[src/rtl/cjtag_oscan1_bridge_if.sv]
// Pin-level bundle between a cJTAG host, the OScan1 bridge and the DTM TAP.
// The master side drives the cJTAG pins and TDO; the bridge (slave) drives the rest.
interface cjtag_oscan1_bridge_if;
    logic TCKC_I;
    logic TMSC_I;
    logic TMSC_O;
    logic TMSC_E;
    logic TCK;
    logic TMS;
    logic TDI;
    logic TDO;
    logic ONLINE;

    modport master (
        output TCKC_I, TMSC_I, TDO,
        input  TMSC_O, TMSC_E, TCK, TMS, TDI, ONLINE
    );

    modport slave (
        input  TCKC_I, TMSC_I, TDO,
        output TMSC_O, TMSC_E, TCK, TMS, TDI, ONLINE
    );
endinterface

[src/rtl/cjtag_oscan1_bridge.sv]
// Target-side cJTAG OScan1 to 4-wire JTAG bridge: oversamples TCKC/TMSC, detects
// escapes and the activation packet, then turns 3-bit scan packets into TCK/TMS/TDI.
module cjtag_oscan1_bridge #(
    parameter int SYNC_STAGES = 2,
    parameter int ESC_CNT_W   = 4
) (
    input logic                  CLK,
    input logic                  RES_SYS,
    cjtag_oscan1_bridge_if.slave bus
);

    localparam logic [2:0] ST_OFFLINE = 3'd0;
    localparam logic [2:0] ST_ACT     = 3'd1;
    localparam logic [2:0] ST_B0      = 3'd2;
    localparam logic [2:0] ST_B1      = 3'd3;
    localparam logic [2:0] ST_B1D     = 3'd4;
    localparam logic [2:0] ST_B2      = 3'd5;

    // OAC 1100, EC 1000, CP 0000 in arrival order; first bit lands at index 0.
    localparam logic [11:0] ACT_SEQ = 12'b0000_0001_0011;

    typedef enum logic [1:0] {
        ESC_NONE,
        ESC_DESELECT,
        ESC_SELECT,
        ESC_RESET
    } esc_kind_t;

    logic [SYNC_STAGES-1:0] tckc_sync;
    logic [SYNC_STAGES-1:0] tmsc_sync;
    logic                   tckc_s;
    logic                   tmsc_s;
    logic                   tckc_d;
    logic                   tmsc_d;
    logic                   tck_rise;
    logic                   tck_fall;
    logic                   tms_tog;

    logic [ESC_CNT_W-1:0]   esc_cnt;
    logic [31:0]            esc_val;
    esc_kind_t              esc_kind;

    logic [2:0]             state;
    logic [3:0]             bit_idx;
    logic [11:0]            act_sr;
    logic                   tck_q;
    logic                   tms_q;
    logic                   tdi_q;
    logic                   tmsc_o_q;
    logic                   tmsc_e_q;
    logic                   online_q;

    // NOTE: every flop is updated with <= so all state advances from the same
    // pre-edge values; mixing in blocking assignments makes results order-dependent.
    always_ff @(posedge CLK or posedge RES_SYS) begin
        if (RES_SYS) begin
            tckc_sync <= '0;
            tmsc_sync <= '0;
            tckc_d    <= 1'b0;
            tmsc_d    <= 1'b0;
        end else begin
            tckc_sync <= {tckc_sync[SYNC_STAGES-2:0], bus.TCKC_I};
            tmsc_sync <= {tmsc_sync[SYNC_STAGES-2:0], bus.TMSC_I};
            tckc_d    <= tckc_s;
            tmsc_d    <= tmsc_s;
        end
    end

    assign tckc_s   = tckc_sync[SYNC_STAGES-1];
    assign tmsc_s   = tmsc_sync[SYNC_STAGES-1];
    assign tck_rise = tckc_s & ~tckc_d;
    assign tck_fall = ~tckc_s & tckc_d;
    assign tms_tog  = tmsc_s ^ tmsc_d;

    // Counts TMSC toggles within one TCKC-high phase; saturates so long bursts stay resets.
    always_ff @(posedge CLK or posedge RES_SYS) begin
        if (RES_SYS) begin
            esc_cnt <= '0;
        end else if (tck_rise) begin
            esc_cnt <= '0;
        end else if (tms_tog && tckc_s && (esc_cnt != '1)) begin
            esc_cnt <= esc_cnt + 1'b1;
        end
    end

    assign esc_val = 32'(esc_cnt);

    // NOTE: esc_kind gets a default before any branch so no path leaves it
    // unassigned, which would otherwise infer a latch.
    always_comb begin
        esc_kind = ESC_NONE;
        if (tck_fall) begin
            if (esc_val >= 32'd8) begin
                esc_kind = ESC_RESET;
            end else if (esc_val >= 32'd6) begin
                esc_kind = ESC_SELECT;
            end else if (esc_val >= 32'd4) begin
                esc_kind = ESC_DESELECT;
            end
        end
    end

    always_ff @(posedge CLK or posedge RES_SYS) begin
        if (RES_SYS) begin
            state    <= ST_OFFLINE;
            bit_idx  <= 4'd0;
            act_sr   <= 12'd0;
            tck_q    <= 1'b0;
            tms_q    <= 1'b1;
            tdi_q    <= 1'b1;
            tmsc_o_q <= 1'b0;
            tmsc_e_q <= 1'b0;
            online_q <= 1'b0;
        end else begin
            if (tmsc_e_q) begin
                tmsc_o_q <= bus.TDO;
            end

            if (esc_kind != ESC_NONE) begin
                // An escape always wins: release TMSC and drop TCK whatever the slot.
                tck_q    <= 1'b0;
                tmsc_e_q <= 1'b0;
                online_q <= 1'b0;
                case (esc_kind)
                    ESC_SELECT: begin
                        state   <= ST_ACT;
                        bit_idx <= 4'd0;
                    end
                    ESC_RESET: begin
                        state <= ST_OFFLINE;
                        tms_q <= 1'b1;
                    end
                    default: begin
                        state <= ST_OFFLINE;
                    end
                endcase
            end else begin
                case (state)
                    ST_OFFLINE: begin
                        tck_q    <= 1'b0;
                        tmsc_e_q <= 1'b0;
                    end

                    ST_ACT: begin
                        if (tck_rise) begin
                            act_sr[bit_idx] <= tmsc_s;
                            if (bit_idx == 4'd11) begin
                                bit_idx <= 4'd0;
                                if ({tmsc_s, act_sr[10:0]} == ACT_SEQ) begin
                                    state    <= ST_B0;
                                    online_q <= 1'b1;
                                end else begin
                                    state <= ST_OFFLINE;
                                end
                            end else begin
                                bit_idx <= bit_idx + 4'd1;
                            end
                        end
                    end

                    ST_B0: begin
                        if (tck_rise) begin
                            tdi_q <= ~tmsc_s;
                            state <= ST_B1;
                        end
                    end

                    ST_B1: begin
                        if (tck_rise) begin
                            tms_q <= tmsc_s;
                            state <= ST_B1D;
                        end
                    end

                    ST_B1D: begin
                        if (tck_fall) begin
                            tmsc_e_q <= 1'b1;
                            tmsc_o_q <= bus.TDO;
                            state    <= ST_B2;
                        end
                    end

                    ST_B2: begin
                        if (tck_rise) begin
                            tck_q <= 1'b1;
                        end else if (tck_fall) begin
                            tck_q    <= 1'b0;
                            tmsc_e_q <= 1'b0;
                            state    <= ST_B0;
                        end
                    end

                    default: begin
                        state <= ST_OFFLINE;
                    end
                endcase
            end
        end
    end

    assign bus.TCK    = tck_q;
    assign bus.TMS    = tms_q;
    assign bus.TDI    = tdi_q;
    assign bus.TMSC_O = tmsc_o_q;
    assign bus.TMSC_E = tmsc_e_q;
    assign bus.ONLINE = online_q;

endmodule

[src/flat_wrapper.sv]
// flat-port wrapper written by rule: the top's interface ports become plain ports
module cjtag_oscan1_bridge_flat 
#(
    parameter int SYNC_STAGES = 2,
    parameter int ESC_CNT_W   = 4
)
  (CLK, RES_SYS, bus_TCKC_I, bus_TMSC_I, bus_TDO, bus_TMSC_O, bus_TMSC_E, bus_TCK, bus_TMS, bus_TDI, bus_ONLINE);
  cjtag_oscan1_bridge_if bus_i ();
  input logic CLK;
  input logic RES_SYS;
  input wire logic [$bits(bus_i.TCKC_I)-1:0] bus_TCKC_I;
  input wire logic [$bits(bus_i.TMSC_I)-1:0] bus_TMSC_I;
  input wire logic [$bits(bus_i.TDO)-1:0] bus_TDO;
  output wire logic [$bits(bus_i.TMSC_O)-1:0] bus_TMSC_O;
  output wire logic [$bits(bus_i.TMSC_E)-1:0] bus_TMSC_E;
  output wire logic [$bits(bus_i.TCK)-1:0] bus_TCK;
  output wire logic [$bits(bus_i.TMS)-1:0] bus_TMS;
  output wire logic [$bits(bus_i.TDI)-1:0] bus_TDI;
  output wire logic [$bits(bus_i.ONLINE)-1:0] bus_ONLINE;
  assign bus_i.TCKC_I = bus_TCKC_I;
  assign bus_i.TMSC_I = bus_TMSC_I;
  assign bus_i.TDO = bus_TDO;
  assign bus_TMSC_O = bus_i.TMSC_O;
  assign bus_TMSC_E = bus_i.TMSC_E;
  assign bus_TCK = bus_i.TCK;
  assign bus_TMS = bus_i.TMS;
  assign bus_TDI = bus_i.TDI;
  assign bus_ONLINE = bus_i.ONLINE;
  cjtag_oscan1_bridge #(.SYNC_STAGES(SYNC_STAGES), .ESC_CNT_W(ESC_CNT_W)) u_core (.CLK(CLK), .RES_SYS(RES_SYS), .bus(bus_i));
endmodule
[config.mk]
export PLATFORM = sky130hd
export DESIGN_NAME = cjtag_oscan1_bridge_flat
export DESIGN_NICKNAME = d
export VERILOG_FILES = /design/src/rtl/cjtag_oscan1_bridge_if.sv /design/src/rtl/cjtag_oscan1_bridge.sv /design/src/flat_wrapper.sv
export SDC_FILE = /design/constraint.sdc
export NUM_CORES = 1
export LEC_CHECK = 0
export ABC_AREA = 1
export CAP_MARGIN = 20
export CELL_PAD_IN_SITES_DETAIL_PLACEMENT = 0
export CELL_PAD_IN_SITES_GLOBAL_PLACEMENT = 2
export CORE_ASPECT_RATIO = 0.6
export CORE_MARGIN = 2
export CORE_UTILIZATION = 30
export DETAILED_ROUTE_END_ITERATION = 8
export DONT_BUFFER_PORTS = 1
export GPL_TIMING_DRIVEN = 0
export PLACE_DENSITY_LB_ADDON = 0.3
export SLEW_MARGIN = 20
export SYNTH_ARGS = -nofsm -noshare
export SYNTH_HDL_FRONTEND = slang
export SYNTH_SLANG_ARGS = --single-unit
[constraint.sdc]
create_clock -name CLK -period 1.73 [get_ports CLK]
set_clock_uncertainty 0.1 [all_clocks]
set_input_delay 0.2595 -clock CLK [delete_from_list [all_inputs] [get_ports CLK]]
set_output_delay 0.2595 -clock CLK [all_outputs]
set_load 0.005 [all_outputs]
==> impl_metrics.toml <==
[outcome]
outcome = "complete, no violations"

[global_routing]
antenna_found_initial = 0
grt_pass1_wl_um = 7340
grt_pass1_vias = 1385
grt_overflow_total = 0
grt_max_degree = 26
track_usage = 0.143

[layout]
fillers = 636
final_area_um2 = 2190
drive_gt1_frac = 0.180
antenna_cells = 0
syn_to_final_growth_pct = 17.9
nets = 257

[hold_path]
whs_endpoint = "u_core.tmsc_sync[1]"
holdCritStartpoint = "u_core.tmsc_sync[0]"
holdPathStages = 0
hold_path_class = "reg2reg"

[floorplanning]
fp.dieW_um = 105
num_io_pins = 11
core_um2 = 6030
rows = 22
die_h_um = 64.9
start_util = 0.308
die_area_um2 = 6850

[detailed_routing]
postRouteAntennaNets = 0
wl_per_cell_um = 13.4
route.vias.total = 1446
drt-initial-drc-count = 73
vias_per_cell = 4.41
totalWireLength_um = 4410
first_pass_iters = 4
drc = 0

[setup_path]
arrival_ps = 1670
r2r_slack_ps = 110
path_class = "reg2reg"
start_kind = "register"
end_kind = "register"
reg2regPathDepth = 8
critPathMaxFanout = 5
r2r_end = "u_core.act_sr[3]"
cp.required_ps = 1790
reg2reg_from = "u_core.tckc_d"

[cts]
clk_latency_ps = 290
cts_root_buffer = "clkbuf_8"
cts_tree = "built"
cts_buffer_depth = 2
numCtsBuffers = 5
clock_sinks = 34
htreeDepth = 2
path_clk_slew_ps = 70

[synthesis]
synth.yosys.seq_area_share = 0.460
synth.cell_area_um2 = 1850
synth_cell_type_count = 30
ys_ff_latch = 34
syn_inst = 227
syn-num-nets = 241
yosys_warnings = 0
syn_avg_cell_area_um2 = 8.17

[timing]
hold_viol = 0
setup_viol = 0
relSlewSlack = 0.681
fin_crit_sh = 0.934
setup_ws_ps = 114
period_needed_ps = 1620
worst_pin_slew_ps = 479
fmax_mhz = 619
rsz0062_at_grt = "yes"
report.final.slew_viol_count = 0

[place]
post-dp-hpwl_um = 3230
placed_cell_area_um2 = 1980
portBuffers = 0
dp_slack_ps = -14.5
routabilityCongestion = 0.768

[power_and_ir_drop]
p_comb_frac = 0.211
p_int_mw = 1.37
netSwitchingPower_uw = 629
power.density_nw_per_um2 = 914
p_sw_frac = 0.315
max-vdd-ir-drop_v = 0.000303
clockPowerShare = 0.310
leakagePower_nw = 1.07
seq_power_share = 0.479

[run]
maxCapViolations = 0
==> Yosys cell counts <==
cell | instances | share of area
nand2_1 | 49 | 0.099
dfrtp_1 | 32 | 0.43
nand3_1 | 28 | 0.076
nor2_1 | 25 | 0.051
inv_1 | 23 | 0.047
o21ai_1 | 16 | 0.043
ha_1 | 9 | 0.061
o21ai_0 | 8 | 0.022
nand2_2 | 4 | 0.013
a21oi_1 | 3 | 0.0081
buf_6 | 3 | 0.018
inv_2 | 3 | 0.0061
nor2_2 | 3 | 0.010
xor2_1 | 3 | 0.014
dfstp_2 | 2 | 0.028
o211ai_1 | 2 | 0.0081
a31oi_1 | 1 | 0.0034
buf_2 | 1 | 0.0027
buf_4 | 1 | 0.0041
clkbuf_1 | 1 | 0.0020
nand3_2 | 1 | 0.0054
nand3_4 | 1 | 0.0094
nand3b_1 | 1 | 0.0041
nor2_4 | 1 | 0.0061
nor3_2 | 1 | 0.0054
o21ai_2 | 1 | 0.0047
o21bai_2 | 1 | 0.0061
o31ai_1 | 1 | 0.0041
or2_1 | 1 | 0.0034
or2_2 | 1 | 0.0034
==> metrics by stage <==
stage	std cells	setup TNS [ps]	util	hold WS [ps]	power, mW
6_report	328	0	0.363	251	2.00
2_1_floorplan	227	0	-	191	1.25
3_3_place_gp	311	-50.8	0.325	191	1.36
5_1_grt	328	-26.0	0.363	258	2.15
4_1_cts	324	0	0.350	255	2.00
3_5_place_dp	312	-14.9	0.328	-3.84	1.36
==> worst max-delay path by stage <==
stage	startpoint	to	slack, ps	depth (start not counted)
floorplan	u_core.tckc_sync[1]	u_core.act_sr[4]	220	9
global placement	u_core.tckc_sync[1]	u_core.act_sr[5]	-20	9
detailed placement	u_core.tckc_sync[1]	u_core.act_sr[2]	-10	9
CTS	u_core.tckc_sync[1]	u_core.act_sr[2]	40	9
global route	u_core.tckc_sync[1]	u_core.act_sr[4]	-9	9
finish	u_core.tckc_d	u_core.act_sr[3]	110	8
==> logic make-up (layout without fill, tap and decap cells) <==
family	after synthesis	after routing	synth area share
xor+xnor	3	3	0.0142
flops	34	34	0.460
buf+inv	32	49	0.0796
simple gates	116	116	0.286
fa+ha+maj	9	9	0.0607
compound gates	33	33	0.0992
==> critical path, stage by stage (launching register included) <==
cell and delay (ps):
dfrtp_1 410, inv_1 70, ha_2 240, nand3_4 130
nor2_4 160, buf_4 160, nand2_1 100, nand2_1 70
o21ai_1 50
==> routing by layer <==
metal / up-vias / GRT usage / share of wire
met5: - / 0 / 0
met3: 4 / 0.0423 / 0.056
li1: 764 / - / -
met4: 0 / 0.0444 / 0.0093
met1: 652 / 0.245 / 0.61
met2: 26 / 0.156 / 0.33
==> flip-flops by register name, summed over array words and instances, names as in the netlist, 2 cells and up <==
signal	cells
u_core.act_sr	11
u_core.tmsc_sync	2
u_core.tckc_sync	2
u_core.state	3
u_core.bit_idx	4
u_core.esc_cnt	4
==> layout make-up <==
| type | count | area, um2 | share of cell area |
|---|---|---|---|
| buffer | 6 | 50.0 | 0.0229 |
| tap | 84 | 105 | 0.0481 |
| sequential | 34 | 853 | 0.390 |
| multi-input combinational | 161 | 901 | 0.412 |
| timing repair buffer | 9 | 90.1 | 0.0412 |
| inverter | 26 | 97.6 | 0.0446 |
| clock buffer | 8 | 90.1 | 0.0412 |
==> cell usage in the layout (no fill, tap or decap), drive strengths merged, types with 4 or more instances in the layout <==
| cell | netlist | routed |
|---|---|---|
| dfrtp | 32 | 32 |
| clkbuf | 1 | 9 |
| ha | 9 | 9 |
| buf | 5 | 10 |
| inv | 26 | 26 |
| o21ai | 25 | 25 |
| dlygate4sd3 | 0 | 4 |
| nand3 | 30 | 30 |
| nor2 | 29 | 29 |
| nand2 | 53 | 53 |
==> repair_timing <==
item,CTS,global route
setup endpoints to repair,2,16
hold buffers,4,0
pin swaps,0,2
gates resized for setup,1,11
cloned,0,1
setup buffers,0,3
endpoints found under the hold margin,36,0
==> power by group through the flow <==
| stage | sequential, mW | combinational (mW) | clock (mW) |
|---|---|---|---|
| 2_1_floorplan | 0.945 | 0.307 | 0 |
| 3_3_place_gp | 0.971 | 0.386 | 0 |
| 3_5_place_dp | 0.970 | 0.390 | 0 |
| 4_1_cts | 0.956 | 0.400 | 0.647 |
| 5_1_grt | 0.974 | 0.492 | 0.682 |
| 6_report | 0.958 | 0.422 | 0.620 |
Power figures use the tool's default switching activity.
